**src/rtl/wb_port_arbiter.sv**
```systemverilog
// Writeback port arbiter: shares the single register-file write port between the
// pipeline WB stage and a FIFO of long-latency results, with an age-based forced drain.
module wb_port_arbiter #(
    parameter int DEPTH      = 4,
    parameter int STARVE_MAX = 8
) (
    input  logic                       CLK,
    input  logic                       nRST,
    input  logic                       pipe_wen,
    input  logic [4:0]                 pipe_wsel,
    input  logic [31:0]                pipe_wdat,
    output logic                       pipe_stall,
    input  logic                       ext_valid,
    output logic                       ext_ready,
    input  logic [4:0]                 ext_wsel,
    input  logic [31:0]                ext_wdat,
    output logic                       rf_wen,
    output logic [4:0]                 rf_wsel,
    output logic [31:0]                rf_wdat,
    output logic [$clog2(DEPTH):0]     fifo_count
);

    localparam int PW = $clog2(DEPTH);
    localparam int CW = PW + 1;
    localparam int AW = $clog2(STARVE_MAX + 1);
    localparam logic [AW-1:0] AGE_LIMIT = AW'(STARVE_MAX - 1);
    localparam logic [CW-1:0] FULL      = CW'(DEPTH);

    typedef enum logic {NORMAL = 1'b0, FORCE = 1'b1} state_t;

    state_t         state, state_next;
    logic [CW-1:0]  count;
    logic [AW-1:0]  age;
    logic [PW-1:0]  wr_ptr, rd_ptr;
    logic [4:0]     mem_wsel [DEPTH];
    logic [31:0]    mem_wdat [DEPTH];

    logic pipe_req, head_valid;
    logic grant_pipe, grant_head;
    logic enq, deq;

    assign pipe_req   = pipe_wen && (pipe_wsel != 5'd0);
    assign head_valid = (count != '0);

    always_comb begin
        state_next = NORMAL;
        grant_pipe = 1'b0;
        grant_head = 1'b0;
        pipe_stall = 1'b0;
        if (nRST) begin
            unique case (state)
                NORMAL: begin
                    if (pipe_req)
                        grant_pipe = 1'b1;
                    else if (head_valid)
                        grant_head = 1'b1;
                    if (head_valid && !grant_head && age == AGE_LIMIT)
                        state_next = FORCE;
                end
                FORCE: begin
                    grant_head = head_valid;
                    pipe_stall = pipe_req;
                    state_next = NORMAL;
                end
                default: state_next = NORMAL;
            endcase
        end
    end

    always_comb begin
        rf_wen  = 1'b0;
        rf_wsel = 5'd0;
        rf_wdat = 32'd0;
        if (grant_pipe) begin
            rf_wen  = 1'b1;
            rf_wsel = pipe_wsel;
            rf_wdat = pipe_wdat;
        end else if (grant_head) begin
            rf_wen  = 1'b1;
            rf_wsel = mem_wsel[rd_ptr];
            rf_wdat = mem_wdat[rd_ptr];
        end
    end

    // Ready looks only at the registered count, so a full FIFO refuses even while draining.
    assign ext_ready  = nRST && (count < FULL);
    assign enq        = ext_valid && ext_ready && (ext_wsel != 5'd0);
    assign deq        = grant_head;
    assign fifo_count = count;

    always_ff @(posedge CLK) begin
        if (!nRST) begin
            state  <= NORMAL;
            count  <= '0;
            age    <= '0;
            wr_ptr <= '0;
            rd_ptr <= '0;
        end else begin
            state <= state_next;
            if (enq)
                wr_ptr <= wr_ptr + PW'(1);
            if (deq)
                rd_ptr <= rd_ptr + PW'(1);
            if (enq && !deq)
                count <= count + CW'(1);
            else if (deq && !enq)
                count <= count - CW'(1);
            if (!head_valid || grant_head)
                age <= '0;
            else if (age != AGE_LIMIT)
                age <= age + AW'(1);
        end
    end

    always_ff @(posedge CLK) begin
        if (enq) begin
            mem_wsel[wr_ptr] <= ext_wsel;
            mem_wdat[wr_ptr] <= ext_wdat;
        end
    end

endmodule

```
**config.mk**
```make
export PLATFORM = sky130hd
export DESIGN_NAME = wb_port_arbiter
export DESIGN_NICKNAME = d
export VERILOG_FILES = /design/src/rtl/wb_port_arbiter.sv
export SDC_FILE = /design/constraint.sdc
export NUM_CORES = 1
export LEC_CHECK = 0
export BUFFER_PORTS_ARGS = -buffer_cell sky130_fd_sc_hd__buf_2
export CORE_ASPECT_RATIO = 2
export CORE_UTILIZATION = 53
export DETAILED_ROUTE_END_ITERATION = 6
export PLACE_DENSITY = 0.78
export SYNTH_ARGS = -nofsm -noshare
export SYNTH_HDL_FRONTEND = slang
export SYNTH_SLANG_ARGS = --single-unit
```
**constraint.sdc**
```tcl
create_clock -name CLK -period 3.7 [get_ports CLK]
set_clock_uncertainty 0.15 [all_clocks]
set_input_delay 0.555 -clock CLK [delete_from_list [all_inputs] [get_ports CLK]]
set_output_delay 0.555 -clock CLK [all_outputs]
set_load 0.05 [all_outputs]
```
# ---- Word level (Yosys, flattened, before mapping)
# Memories as Yosys holds them, arrays and structs flattened. A register that Yosys moved wholly into a read port is not among the register bits.
# Index checks and enable logic that the tools add are counted.
dict set report word_totals {
  register_bits 12
  ram_bits 148
  in_bits 78
  out_inout_bits 43
  elab_cells 62
  n_memories 2
}
dict set report op_classes {
  add_sub_neg 5
  n_lt_le_gt_ge 1
  eq_ne 2
  n_mux 27
  n_bitwise 2
  reduce_logical 18
}
# name depth width read_ports rd_ports_with_merged_regs wr line_no
set memory_table {}
lappend memory_table {mem_wdat 4 32 1 1 1 36} ;# logic [31:0] mem_wdat [DEPTH];
lappend memory_table {mem_wsel 4 5 1 1 1 35} ;# logic [4:0] mem_wsel [DEPTH];
# op n
set ops {}
lappend ops {{two-way mux 32 bit} 2}
lappend ops {{two-way mux 1 bit} 15}
lappend ops {{two-way mux 5 bit} 2}
lappend ops {{nonzero test 5 bit} 2}
lappend ops {{logical AND 1 bit} 8}
lappend ops {{two-way mux 2 bit} 4}
lappend ops {{two-way mux 3 bit} 2}
lappend ops {{adder 2 x 1 -> 2 bit, second input constant} 2}
lappend ops {{adder 4 x 1 -> 4 bit, second input constant} 1}
lappend ops {{== test 4 x 3 -> 1 bit, second input constant} 1}
lappend ops {{logical NOT 1 bit} 4}
lappend ops {{!= test 4 x 3 -> 1 bit, second input constant} 1}
lappend ops {{one-hot mux 1 bit (2 select lines)} 2}
lappend ops {{adder 3 x 1 -> 3 bit, second input constant} 1}
lappend ops {{< comparator 3 bit, second input constant} 1}
lappend ops {{nonzero test 3 bit} 1}
lappend ops {{subtractor 3 x 1 -> 3 bit, second input constant} 1}
lappend ops {{NOT 1 bit} 2}
lappend ops {{nonzero test 2 bit} 1}
lappend ops {{OR reduction 2 bit} 1}
lappend ops {{logical OR 1 bit} 1}

# ---- Depth between registers and ports, before layout
# Gate-level depths: netlist (run 1).
dict set report depth {
  word_depth 10
  mapped_depth 11
  ltp_nobuf 9
}

# ---- Worst setup path after synthesis (run 1)
# Ideal clock, no wire load.
dict set report synth_path {
  kind {input-to-reg}
  from {input port nRST}
  to {memory mem_wdat[0][0], enable pin}
  setup_ps 398
  arrival_ps 2768
  t_required_ps 3152
  slack_ps 385
  cell_stages 4
  n_path_buf 1
  path_cell_list {clkbuf_1 -> nor2b_1 -> nor2b_1 -> and2_1}
}
dict set report synth_via {
  elab_chain_len 5
}
# element line_no
set synth_rtl {}
lappend synth_rtl {{from (decl)} 8} ;# input logic nRST,
lappend synth_rtl {{logical AND 1 bit} 86} ;# assign ext_ready = nRST && (count < FULL);
lappend synth_rtl {{via ext_ready} 14} ;# output logic ext_ready,
lappend synth_rtl {{logical AND 1 bit (2 in a row)} 87} ;# assign enq = ext_valid && ext_ready && (ext_wsel != 5'd0);
lappend synth_rtl {{via enq} 40} ;# logic enq, deq;
lappend synth_rtl {{two-way mux 1 bit} 116} ;# if (enq) begin
lappend synth_rtl {{two-way mux 1 bit (implied by the code)} 118} ;# mem_wdat[wr_ptr] <= ext_wdat;
lappend synth_rtl {{to (decl)} 36}
# The timed path passes the listed nets, and every way through them passes these cells.

# ---- Worst setup path after layout (run 1)
dict set report layout_path {
  from {register count[2], in the netlist fifo_count[2]}
  to {output port rf_wdat[14]}
}
dict set report layout_via {
  elab_chain_len 9
}
# element line_no
set layout_rtl {}
lappend layout_rtl {{from (decl)} 32} ;# logic [CW-1:0] count;
lappend layout_rtl {{from (signal assigned)} 105} ;# count <= count + CW'(1);
lappend layout_rtl {{from (signal assigned)} 107} ;# count <= count - CW'(1);
lappend layout_rtl {{nonzero test 3 bit (*)} 43} ;# assign head_valid = (count != '0);
lappend layout_rtl {{two-way mux 1 bit} 55} ;# else if (head_valid)
lappend layout_rtl {{two-way mux 1 bit} 53} ;# if (pipe_req)
lappend layout_rtl {{two-way mux 1 bit} 51} ;# unique case (state)
lappend layout_rtl {{two-way mux 1 bit} 50} ;# if (nRST) begin
lappend layout_rtl {{one-hot mux 1 bit (2 select lines) (*)} 51}
lappend layout_rtl {{two-way mux 1 bit (*)} 50}
lappend layout_rtl {{two-way mux 32 bit (*)} 78} ;# end else if (grant_head) begin
lappend layout_rtl {{two-way mux 32 bit (*)} 74} ;# if (grant_pipe) begin
lappend layout_rtl {{to (decl)} 19} ;# output logic [31:0] rf_wdat,
# Mark *: on every way between the ends. The rest lies on a longest branch, timed or not. The select of a mux whose other input is x is not followed.

==> results.md, run 1 <==
- The flow ran to the end, and the final reports show no timing, DRC or antenna violations.
- The mux share of post-synthesis cell area is 13.3%.
- The count of TritonRoute iterations in the first routing pass is 5.
- Summed over all layers, the routed wires come to 13100 um.
- The TritonCTS clock tree is yes.
- The internal portion of the total power is 3.56 mW.
- The worst IR drop on VDD is 0.482 mV.
- 121 I/O pins were placed.
- Summing the areas of all fa, ha and maj instances in the mapped netlist gives 1.43% of the synthesized area.
- Row generation in the floorplan step produced 57 rows.
- The H-tree was split into 4 levels.
- The post-route netlist has about 37% of its cells at a drive strength greater than 1.
- The biggest area contributor in the post-synthesis netlist is edfxtp_1.
- For the worst setup path, the data required time is 2.99 ns.
- The later pin in the worst-skew pair is clocked with a latency of 0.41 ns.
- The cell area reported after detailed placement is 7390 sq um.
- The clock transition at the registers of the reported paths is 0.06 ns.
- The count of hold buffers inserted by post-cts repair is 0.
- Fill cells in the final layout number around 850.
- Setup repair after global routing left no endpoint under its margin.
- The mapped cell area is 6660 sq um.
- The overall die area is 13000 sq um.
- At the end of routability-driven placement, the weighted congestion stood at 0.697.
- The initial core utilization is 54.6%.
- Measured along the y axis, the die boundary spans between 150 and 200 um.
- The first global-routing pass estimated 20200 um of wire.
- The maximum number of buffers from clock root to sink is 2.
- The leakage dissipation is 2.88 nW.
- The sum of overflow across all layers after global routing is 0.
- The share of the core filled with cells in the final layout is 65.1%.
- In this run the power spent charging and discharging nets is 1.60 mW.
- The clock network burns 31.0% of the power.
- For this block, the via count after detailed routing is approximately 3900.
- The synthesized netlist contains 34 unique library cells.
- The area share of xor/xnor cells in the synthesized design is 0.395%.
- The final critical path takes up 89.5% of the cycle.
- After detailed routing, the average wire length per cell comes to between 15 and 20 um.
- The slew of the pin with the lowest slew margin is 1.03 ns.
- The compound-gate portion of the synthesized area is 4.58%.
- The number of endpoints failing setup at the final stage is 0.
- After detailed routing, the number of remaining DRC violations is 0.
- By area the synthesized netlist is led by edfxtp_1 67%, mux4_2 13%, nand2_1 4.4%.
- The largest individual stage delay along the critical path comes from the cell or3_1.
- In this run, post-CTS repair resized a total of 0 instances.
- The detailed router finished its first iteration with 289 violations.
- The smallest clock period supported by the final layout is computed as 3.31 ns.
- Of the total power, the share spent switching nets is between 30% and 40%.
- The total power per unit cell area is 650 nW/um^2.
- Walking the worst path, the cells encountered are or3_1, nand2_1, buf_4, o22ai_1, buf_2.
- The number of nets in the synthesized netlist is 487.
- In this run the post-CTS setup repair buffer count came out at 0.
- The worst hold path belongs to the class in -> reg.
- The share of total power in combinational logic is 25.4%.
- After detailed placement, the design holds a cell count of between 600 and 700.
- The power consumption is 5.16 mW.
- The number of flip-flops and latches in the synthesized netlist is between 150 and 200.
- The area fraction of the dominant cell type after synthesis is 66.7%.
- Sequential cells account for approximately 44% of the total power.
- For the worst setup path, the data arrival time is 2.61 ns.
- The final net count is about 600.
- The headroom to the max-slew limit is a little under a third.
- The number of antenna-violating nets in the routed design is 0.
- For this run, the slowest stage of the critical path takes 0.53 ns.
- The count of pins over their slew limit came to 0.
- The largest net degree at the start of global routing is 76.
- The critical path class is reg -> out.
- The floorplan die width is 81.3 um.
- The number of hold violations in the final report is 0.
- From synthesis to final layout, the design area changed by 19.1%.
- CTS saw 162 sinks.
- The kind of capture point of the worst setup path is an output pin.
- Broken down by cell family, the worst path's largest delay share belongs to simple AND/OR/NAND/NOR gates.
- Along the worst path, the maximum fanout reaches 25.
- A synthesized cell averages ~17 sq um.
- The buffer type at the clock tree root is clkbuf_16.
- Timing would allow up to roughly 300 MHz.
- Summed over all nets, the half-perimeter wirelength after detailed placement is 8300 um.
- The number of global-route vias before repair is 4083.
- Across the run, the number of max-cap violations was 0.
- The launching element type of the critical path is a flop.
- Synthesis handed over a netlist of 402 instances.
- After synthesis, flip-flops and latches occupy 70.9% of the total area.
- Of the total synthesized cell area, the portion taken by AND, OR, NAND and NOR gates is 7.12%.
- For the final routed database, the setup TNS stands at 0 ns.
- The repair_antennas step left the layout with diodes totalling 0.
- The initial antenna violation count is 0.
- The number of port buffers is 120.
- Clock tree synthesis inserted a total of 17 buffers.
- The final instance count without filler cells is 680.
- During synthesis, Yosys emitted a total of 0 warnings.
- The post-layout instance area is 7940 sq um.
- The core region is approximately 12000 sq um.
- Dividing the detail-routed via count by the number of cells gives 5.76.
- For this run, the total global-route usage over all layers was measured as 21.9%.
- The dominant combinational cell family by area after synthesis is multiplexers.
- The number of buffers and inverters on the critical path is 2.
[state kept, by name (all words and copies together), names as in the netlist, named ones only]
| register | count |
|---|---|
| wr_ptr | 2 |
| mem_wdat | 128 |
| rd_ptr | 2 |
| fifo_count | 3 |
| state | 1 |
| mem_wsel | 20 |
| age | 4 |
[metal layers]
metal  vias to the layer above  track usage [%]  routed length [um]
li1                       1806                -                   -
met1                      1958             24.1                4800
met2                       133             38.3                7360
met3                        22             4.09                 584
met4                         0             12.3                 323
met5                         -                0                   0
[power groups by stage]
stage	clock (mW)	sequential, mW	combinational (mW)
finish	1.60	2.25	1.31
global route	1.70	2.27	1.41
CTS	1.62	2.26	1.33
detailed placement	0	2.29	1.32
global placement	0	2.28	1.29
floorplan	0	2.25	1.02
[cells by family (layout without fill, tap and decap cells)]
family	count (synthesis)	count (layout)
buffers and inverters	29	160
AND/OR/NAND/NOR	110	110
XOR/XNOR	3	3
multiplexers	42	42
AO/OA/AOI/OAI	49	49
flip-flops	162	162
adder cells (fa/ha/maj)	7	7
[worst paths after layout]
| check | startpoint | end | slack [ns] | cells past startpoint |
|---|---|---|---|---|
| min reg2reg | rd_ptr[1] | flop | 0.34 | 2 |
| max reg2reg | state | fifo_count[2] | 1.12 | 10 |
| min | ext_wdat[8] | mem_wdat[3][8] | 0.20 | 1 |
| max | fifo_count[2] | rf_wdat[14] | 0.39 | 5 |
[layout by cell type, fill, tap and decap left out, types with 2 or more instances in the layout]
cell type | netlist | layout
buf_4 | 1 | 5
edfxtp_1 | 148 | 148
nor2_1 | 7 | 7
clkinv_2 | 0 | 2
clkinvlp_4 | 0 | 3
and2_2 | 0 | 4
nand2b_1 | 2 | 2
o21ai_0 | 6 | 6
dfxtp_1 | 14 | 12
inv_1 | 3 | 3
o22ai_1 | 35 | 35
clkbuf_16 | 0 | 17
nor2b_1 | 4 | 4
mux4_2 | 37 | 37
buf_12 | 0 | 2
xnor2_1 | 2 | 2
nand2_1 | 78 | 78
nand3_1 | 6 | 6
clkinv_4 | 0 | 4
a21boi_0 | 2 | 2
ha_1 | 6 | 6
buf_2 | 13 | 119
clkinv_1 | 0 | 3
mux2i_1 | 5 | 5
dfxtp_2 | 0 | 2
or3_1 | 4 | 4
[synth_stat cells]
cell / count
edfxtp_1: 148
nand2_1: 78
mux4_2: 37
o22ai_1: 35
dfxtp_1: 14
buf_2: 13
clkbuf_1: 8
nor2_1: 7
ha_1: 6
nand3_1: 6
o21ai_0: 6
and2_1: 5
mux2i_1: 5
nor2b_1: 4
or3_1: 4
buf_6: 3
inv_1: 3
a21boi_0: 2
nand2b_1: 2
xnor2_1: 2
a21oi_1: 1
buf_1: 1
buf_4: 1
fa_1: 1
nand3b_1: 1
nor3_1: 1
o211ai_1: 1
o21a_1: 1
o21ai_1: 1
o21ai_2: 1
o31ai_1: 1
or4_1: 1
or4_4: 1
xor2_1: 1
[final cells by class]
type                            count  area, sq um  share of cell area (%)
Multi-Input combinational cell    211         1800                    22.6
Tap cell                          147          184                    2.32
Sequential cell                   162         4730                    59.6
Inverter                            3         11.3                   0.142
Clock inverter                     14          118                    1.48
Clock buffer                       17          425                    5.36
Timing Repair Buffer              126          673                    8.48
[metrics by stage]
step                      worst slack, ns  hold WS [ns]
final                               0.388         0.198
after global routing                0.221         0.182
after CTS                           0.344         0.178
after detailed placement            0.573         0.338
after global placement              0.712         0.310
after floorplan                     0.385         0.308
No activity file was read; power rests on OpenSTA's default activity.
==> run 2, diff against run 1 <==
--- a/config.mk
+++ b/config.mk
@@ -12,2 +12,3 @@
 export PLACE_DENSITY = 0.78
+export SKIP_CTS_REPAIR_TIMING = 1
 export SYNTH_ARGS = -nofsm -noshare
==> constraint.sdc (replaced) <==
create_clock -name CLK -period 3.7 [get_ports CLK]
set_clock_uncertainty 0.15 [all_clocks]
set_input_delay 0.74 -clock CLK [delete_from_list [all_inputs] [get_ports CLK]]
set_output_delay 0.74 -clock CLK [all_outputs]
set_load 0.05 [all_outputs]
==> run 2 against run 1 <==
Against the previous run: register-to-register slack improved by 0.04 ns; first-iteration DRC count is 20% lower; sequential cell count unchanged; critical path type is now in -> out; final cell count rose by 0.59%; count of clock-buffer cells in the layout increased by 1; critical endpoint is now rf_wsel[3]; core utilization grew 0.80 points; wire length hardly changed; largest cell class unchanged.
==> results.md, run 2 (synthesized netlist as in run 1, its figures left out) <==
- The run finished with clean final reports.
- The slew of the pin with the lowest slew margin is 1.04 ns (+0.00975 ns).
- The floorplan die height is 161 um (unchanged).
- The path category of the worst min-delay check is reg -> reg.
- The total I/O pin count was 121 (unchanged).
- The critical path is of the in -> out type.
- The routed length per placed instance is 19.1 um (-0.67%).
- The floorplan die width is 81.3 um (unchanged).
- The number of violations of the max-capacitance limit came to 0 (unchanged).
- The initial antenna violation count is 2 (+2).
- The initial core utilization is 54.6% (unchanged).
- The sum of overflow across all layers after global routing was 0 (unchanged).
- The area taken by flip-flops and latches is 4730 sq um (unchanged).
- The number of remaining DRC errors is 0 (unchanged).
- The number of port buffers came to 120 (unchanged).
- In this run the most used layer during global routing was met2.
- The overall die area came to 13000 sq um (unchanged).
- The largest net degree at the start of global routing is 76 (unchanged).
- The footprint of the multi-input gates is 1800 sq um (unchanged).
- The leakage dissipation is 2.93 nW (+1.7%).
- The met2 demand-to-capacity share in global routing came to 38.0% (-0.30 points).
- The maximum level of the CTS H-tree is 4 (unchanged).
- The commonest non-fill, non-tap cell in the layout is edfxtp_1.
- CTS placed an instance of clkbuf_16 at the clock tree root.
- The required time at the worst-slack endpoint was 2.81 ns (-0.18 ns).
- The worst IR drop on VDD is 0.528 mV (+9.5%).
- The overall fraction of global-route tracks in use is 21.6% (-0.35 points).
- The count of TritonRoute iterations in the first routing pass is 4 (-1).
- The detail-routed via count per cell was 5.71 (-0.99%).
- The routability congestion estimate from global placement was 0.723 (+3.9%).
- The data arrival at the endpoint of the critical path is 2.49 ns (-0.12 ns).
- The headroom to the max-slew limit is 30.7% (-0.65 points).
- The source-to-sink clock delay at the later pin of the worst-skew pair came to 0.41 ns (about the same).
- The worst setup timing slack at the placement stage is 0.319 ns (-0.253 ns).
- STA classifies the critical path startpoint as an input port.
- The routing usage on met1 is 23.5% (-0.59 points).
- The fraction of met3 tracks used by global routing is 5.80% (+1.7 points).
- The final net count is 607 (+0.17%).
- TritonCTS built the clock tree.
- The terminus of the critical flop-to-flop path is fifo_count[2].
- The signed area change from the synthesized netlist to the final layout is 20.6%.
- The number of fill cells in the layout is 847 (-0.47%).
- The placeable core area was 12200 sq um (unchanged).
- The worst reg2reg path depth was 10 (unchanged).
- The share of cells above drive strength 1 was 37.9% (+0.61 points).
- The CTS sink count is 162 (unchanged).
- The number of global-route vias before repair came to 4016 (-1.6%).
- The count of vias placed by the detailed router is 3903 (-0.41%).
- The minimum clock period after layout is 3.38 ns (+0.0700 ns).
- The register with the highest flop count is mem_wdat.
- The HPWL reported at the end of detailed placement came to 8220 um (-0.99%).
- Setup repair after global routing left no endpoint under its margin.
- The number of stages on the worst hold path was 2 (+1).
- The total negative setup slack is 0 ns (unchanged).
- The number of flip-flops in the largest register is 128 (unchanged).
- The post-layout worst setup margin came to 0.318 ns (-0.0700 ns).
- The startpoint of the worst hold path is rd_ptr[1].
- The first-pass GRT wire length is 20000 um (-0.92%).
- The total power per unit cell area is 669 nW/um^2 (+2.9%).
- The number of endpoints failing setup at the final stage is 0 (unchanged).
- The number of hold violations in the final report is 0 (unchanged).
- The largest registers in the layout are mem_wdat x128, mem_wsel x20, age x4.
- The power consumption is 5.37 mW (+4.2%).
- The final period utilization was 91.4% (+1.9 points).
- The number of antenna-violating nets in the routed design is 0 (unchanged).
- The post-detailed-routing wire length is 13100 um (about the same).
- The highest achievable clock rate is 296 MHz (-2.1%).
- The setup slack on the worst flop-to-flop path is 1.16 ns (+0.04 ns).
- The clock transition at the registers of the reported paths came to 0.06 ns (about the same).
- The worst hold-check slack came to 0.351 ns (+0.153 ns).
- Leaving out fill and tap cells, the most frequent cells in the layout are 148 x edfxtp_1, 119 x buf_2, 78 x nand2_1, 37 x mux4_2, 35 x o22ai_1.
- The maximum number of buffers from clock root to sink is 2 (unchanged).
- The number of clock buffers inserted by TritonCTS is 17 (unchanged).
- The critical register-to-register path startpoint is state.
- The kind of capture point of the worst setup path is an output pin.
- The row count is 57 (unchanged).
- The largest fanout on the critical path is 75 (+200%).
- The iteration-0 DRC count of the detailed router is 232 (-20%).
- The count of pins over their slew limit is 0 (unchanged).
-- run 2: worst max-delay path by stage --
stage	start	end	cells past startpoint
floorplan	pipe_wsel[0]	rf_wsel[0]	5
global placement	pipe_wsel[0]	rf_wdat[13]	7
detailed placement	pipe_wsel[0]	rf_wsel[3]	7
finish	pipe_wsel[0]	rf_wsel[3]	7
global route	pipe_wsel[0]	rf_wdat[2]	7
CTS	pipe_wsel[0]	rf_wsel[3]	7
-- run 2: worst max-delay path, cell delays in order --
cell and delay [ns]:
buf_2 0.11, or4_4 0.55, o21ai_4 0.17, buf_12 0.31, nand2_1 0.12, o21ai_0 0.18, buf_2 0.29
-- run 2: where the power goes --
part	total, mW	switching, mW	internal, mW
logic	1.35	0.824	0.527
clock network	1.80	0.672	1.13
registers	2.23	0.0959	2.13
-- run 2: per-layer routing --
| metal | part of all wire, % | wire length, um |
|---|---|---|
| met1 | 37 | 4850 |
| met2 | 56 | 7290 |
| met3 | 5.1 | 660 |
| met4 | 2.0 | 259 |
| met5 | 0 | 0 |
-- run 2: metrics by stage --
step                util (%)  std cells  area (sq um)
finish                  65.9        684          8030
global route            65.9        684          8030
CTS                     65.8        682          8030
detailed placement      60.8        650          7410
global placement        60.8        650          7410
floorplan                  -        402          6660
-- run 2: layout make-up --
| cell class | instances | share of cell area [%] |
|---|---|---|
| sequential | 162 | 58.8 |
| timing repair buffer | 127 | 8.63 |
| antenna | 2 | 0.0623 |
| clock buffer | 18 | 5.34 |
| multi-input combinational | 211 | 22.4 |
| inverter | 3 | 0.140 |
| tap | 147 | 2.29 |
| clock inverter | 14 | 2.32 |
==> run 3, diff against run 2 <==
CORE_ASPECT_RATIO = 1.1   (was 2)
clock period = 3.15 ns   (was 3.7 ns; I/O delays follow)
==> run 3 against run 2 <==
Against the previous run: via count up 3.0%; critical endpoint is now rf_wdat[23]; cell area up 2.7%; sequential share of layout area down 1.6 points; power up 16%; critical path type unchanged; highest routed layer unchanged.
==> results.md, run 3 (synthesized netlist as in run 1, its figures left out) <==
- STA classifies the critical path startpoint as an input port.
- The number of flip-flops in the largest register came to 128 (unchanged).
- The overall fraction of global-route tracks in use is 22.4% (+0.80 points).
- The total power per unit cell area is 758 nW/um^2 (+13%).
- The required time at the worst-slack endpoint is 2.37 ns (-0.44 ns).
- The largest net degree at the start of global routing is 39 (-49%).
- On the critical path, the stage with the largest delay is an instance of or4_4.
- The floorplan die width is 109 um (+34%).
- The worst setup timing slack at the placement stage is 0.0492 ns (-0.270 ns).
- The leakage dissipation is 2.99 nW (+2.1%).
- The register with the highest flop count is mem_wdat.
- The count of vias placed by the detailed router was 4019 (+3.0%).
- The critical path class is in -> out.
- The highest layer used for signal routing is met4.
- Compared with the post-synthesis result, the final layout area differs by 23.9%.
- The startpoint of the worst hold path is ext_wdat[10].
- The worst reg2reg path depth came to 10 (unchanged).
- The number of hold violations in the final report was 0 (unchanged).
- The path class of the tightest hold or removal check is in -> reg.
- The first-pass GRT wire length is 21100 um (+5.9%).
- The highest achievable clock rate is 323 MHz.
- The antenna diode count is 0 (-2).
- The share of cells above drive strength 1 is 43.2% (+5.2 points).
- Subtracting the final worst setup slack from the clock period gives 3.10 ns.
- The count of pins over their slew limit was 0 (unchanged).
- The met2 wirelength from detailed routing was 7070 um (-3.0%).
- The top cell types in the final layout, fill and taps aside, are 148 x edfxtp_1, 114 x buf_2, 77 x nand2_1, 37 x mux4_2, 20 x o22ai_2.
- The clock transition at the registers of the reported paths was 0.06 ns (about the same).
- The floorplan die height was 120 um (-26%).
- The overall die area is 13000 sq um (-0.20%).
- The cell area reported after detailed placement is 7670 sq um (+3.4%).
- The placeable core area is 12100 sq um (-0.46%).
- The slew of the pin with the lowest slew margin is 0.405 ns (-0.635 ns).
- The routability congestion estimate from global placement is 0.730 (+0.90%).
- The signal on the critical path passes through buf_2, or4_4, o21ai_4, buf_12, nand2_1, o22ai_1, buf_2.
- The final instance count without filler cells is 703 (+2.8%).
- In this design, the critical path's most frequently occurring cell is buf_2.
- The initial core utilization is 54.9% (+0.25 points).
- The number of remaining DRC errors was 0 (unchanged).
- Setup repair after global routing left no endpoint under its margin.
- The maximum number of buffers from clock root to sink is 2 (unchanged).
- The kind of capture point of the worst setup path is an output pin.
- The post-layout instance area is 8250 sq um (+2.7%).
- The detail-routed via count per cell is 5.72 (+0.19%).
- The total I/O pin count is 121 (unchanged).
- The sum of overflow across all layers after global routing was 0 (unchanged).
- The number of global-route vias before repair was 4248 (+5.8%).
- The number of port buffers came to 120 (unchanged).
- The met1 routed wirelength after detailed routing was 5310 um (+9.7%).
- The post-detailed-routing wire length was 13500 um (+3.0%).
- The number of endpoints failing setup at the final stage is 0 (unchanged).
- The number of antenna-violating nets in the routed design is 0 (unchanged).
- The final net count is 621 (+2.3%).
- The run finished with clean final reports.
- The largest fanout on the critical path came to 33 (-56%).
- The post-layout worst setup margin came to 0.0506 ns (-0.267 ns).
- The largest registers in the layout are mem_wdat x128, mem_wsel x20, age x4.
- The worst IR drop on VDD came to 0.407 mV (-23%).
- The terminus of the critical flop-to-flop path is fifo_count[2].
- The source-to-sink clock delay at the later pin of the worst-skew pair is 0.41 ns (about the same).
- The delay of the slowest critical-path stage is 0.55 ns (about the same).
- The critical register-to-register path startpoint is state.
- The number of violations of the max-capacitance limit is 0 (unchanged).
- The headroom to the max-slew limit came to 73.0% (+42 points).
- The CTS sink count is 162 (unchanged).
- TritonCTS built the clock tree.
- The count of TritonRoute iterations in the first routing pass is 5 (+1).
- The routed length on met3 is 811 um (+23%).
- Tracing the worst setup path back leads to its startpoint at pipe_wsel[0].
- The iteration-0 DRC count of the detailed router came to 190 (-18%).
- Broken down by cell family, the worst path's largest delay share belongs to simple AND/OR/NAND/NOR gates.
- The number of clock buffers inserted by TritonCTS is 17 (unchanged).
- The buffer type at the clock tree root is clkbuf_16.
- The commonest non-fill, non-tap cell in the layout is edfxtp_1.
- The number of stages on the worst hold path is 1 (-1).
- The maximum level of the CTS H-tree is 4 (unchanged).
- The setup slack on the worst flop-to-flop path came to 0.61 ns (-0.55 ns).
- The routed length per placed instance is 19.1 um (+0.21%).
- The number of buffer and inverter instances along the worst setup path was 3 (unchanged).
- The row count was 42 (-26%).
- Following the worst setup path forward leads to its endpoint at rf_wdat[23].
- The data arrival at the endpoint of the critical path was 2.32 ns (-0.17 ns).
- The HPWL reported at the end of detailed placement is 8740 um (+6.3%).
- The power consumption is 6.25 mW (+16%).
- The cell count after placement is 671 (+3.2%).
- The logic depth of the worst path, buffers included is 7 (unchanged).
- The initial antenna violation count is 0 (-2).
- The total negative setup slack is 0 ns (unchanged).
- The final period utilization is 98.4%.
==> run 3: cell count changes in the layout (fill, tap and decap cells not counted), moves of 4 or more <==
cell / delta
buf_2: -5
buf_4: +12
clkinvlp_4: +4
o22ai_2: +20
o22ai_1: -20
clkbuf_4: +6
==> run 3: area by class of cell <==
class                      instances  area, sq um
clock buffer                      17          425
clock inverter                    15          144
timing repair buffer             141          823
tap                              154          193
fill                             825         3890
sequential                       162         4730
multi-input combinational        211         1930
inverter                           3         11.3
==> run 3: worst min path at each step <==
stage                            to  slack, ns
floorplan                      flop       0.31
global placement               flop       0.32
detailed placement             flop       0.33
CTS                 mem_wdat[0][11]       0.26
global route        mem_wdat[2][26]       0.26
finish              mem_wdat[1][10]       0.28
==> run 3: where the power goes <==
group	total (mW)	switching (mW)	leakage, nW	internal [mW]
Combinational	1.71	1.04	1.27	0.675
Sequential	2.59	0.0876	1.46	2.50
Clock	1.95	0.797	0.259	1.15
Total	6.25	1.92	2.99	4.33
==> run 3: per-layer routing <==
layer / global-route usage (%) / vias to the layer above
li1: - / 1837
met1: 27.1 / 2018
met2: 37.9 / 140
met3: 5.54 / 24
met4: 9.54 / 0
met5: 0 / -
==> run 3: through the flow <==
stage,hold slack [ns],utilization [%]
global placement,0.318,63.2
finish,0.276,68.0
detailed placement,0.333,63.2
CTS,0.264,67.8
global route,0.263,68.0
floorplan,0.308,-
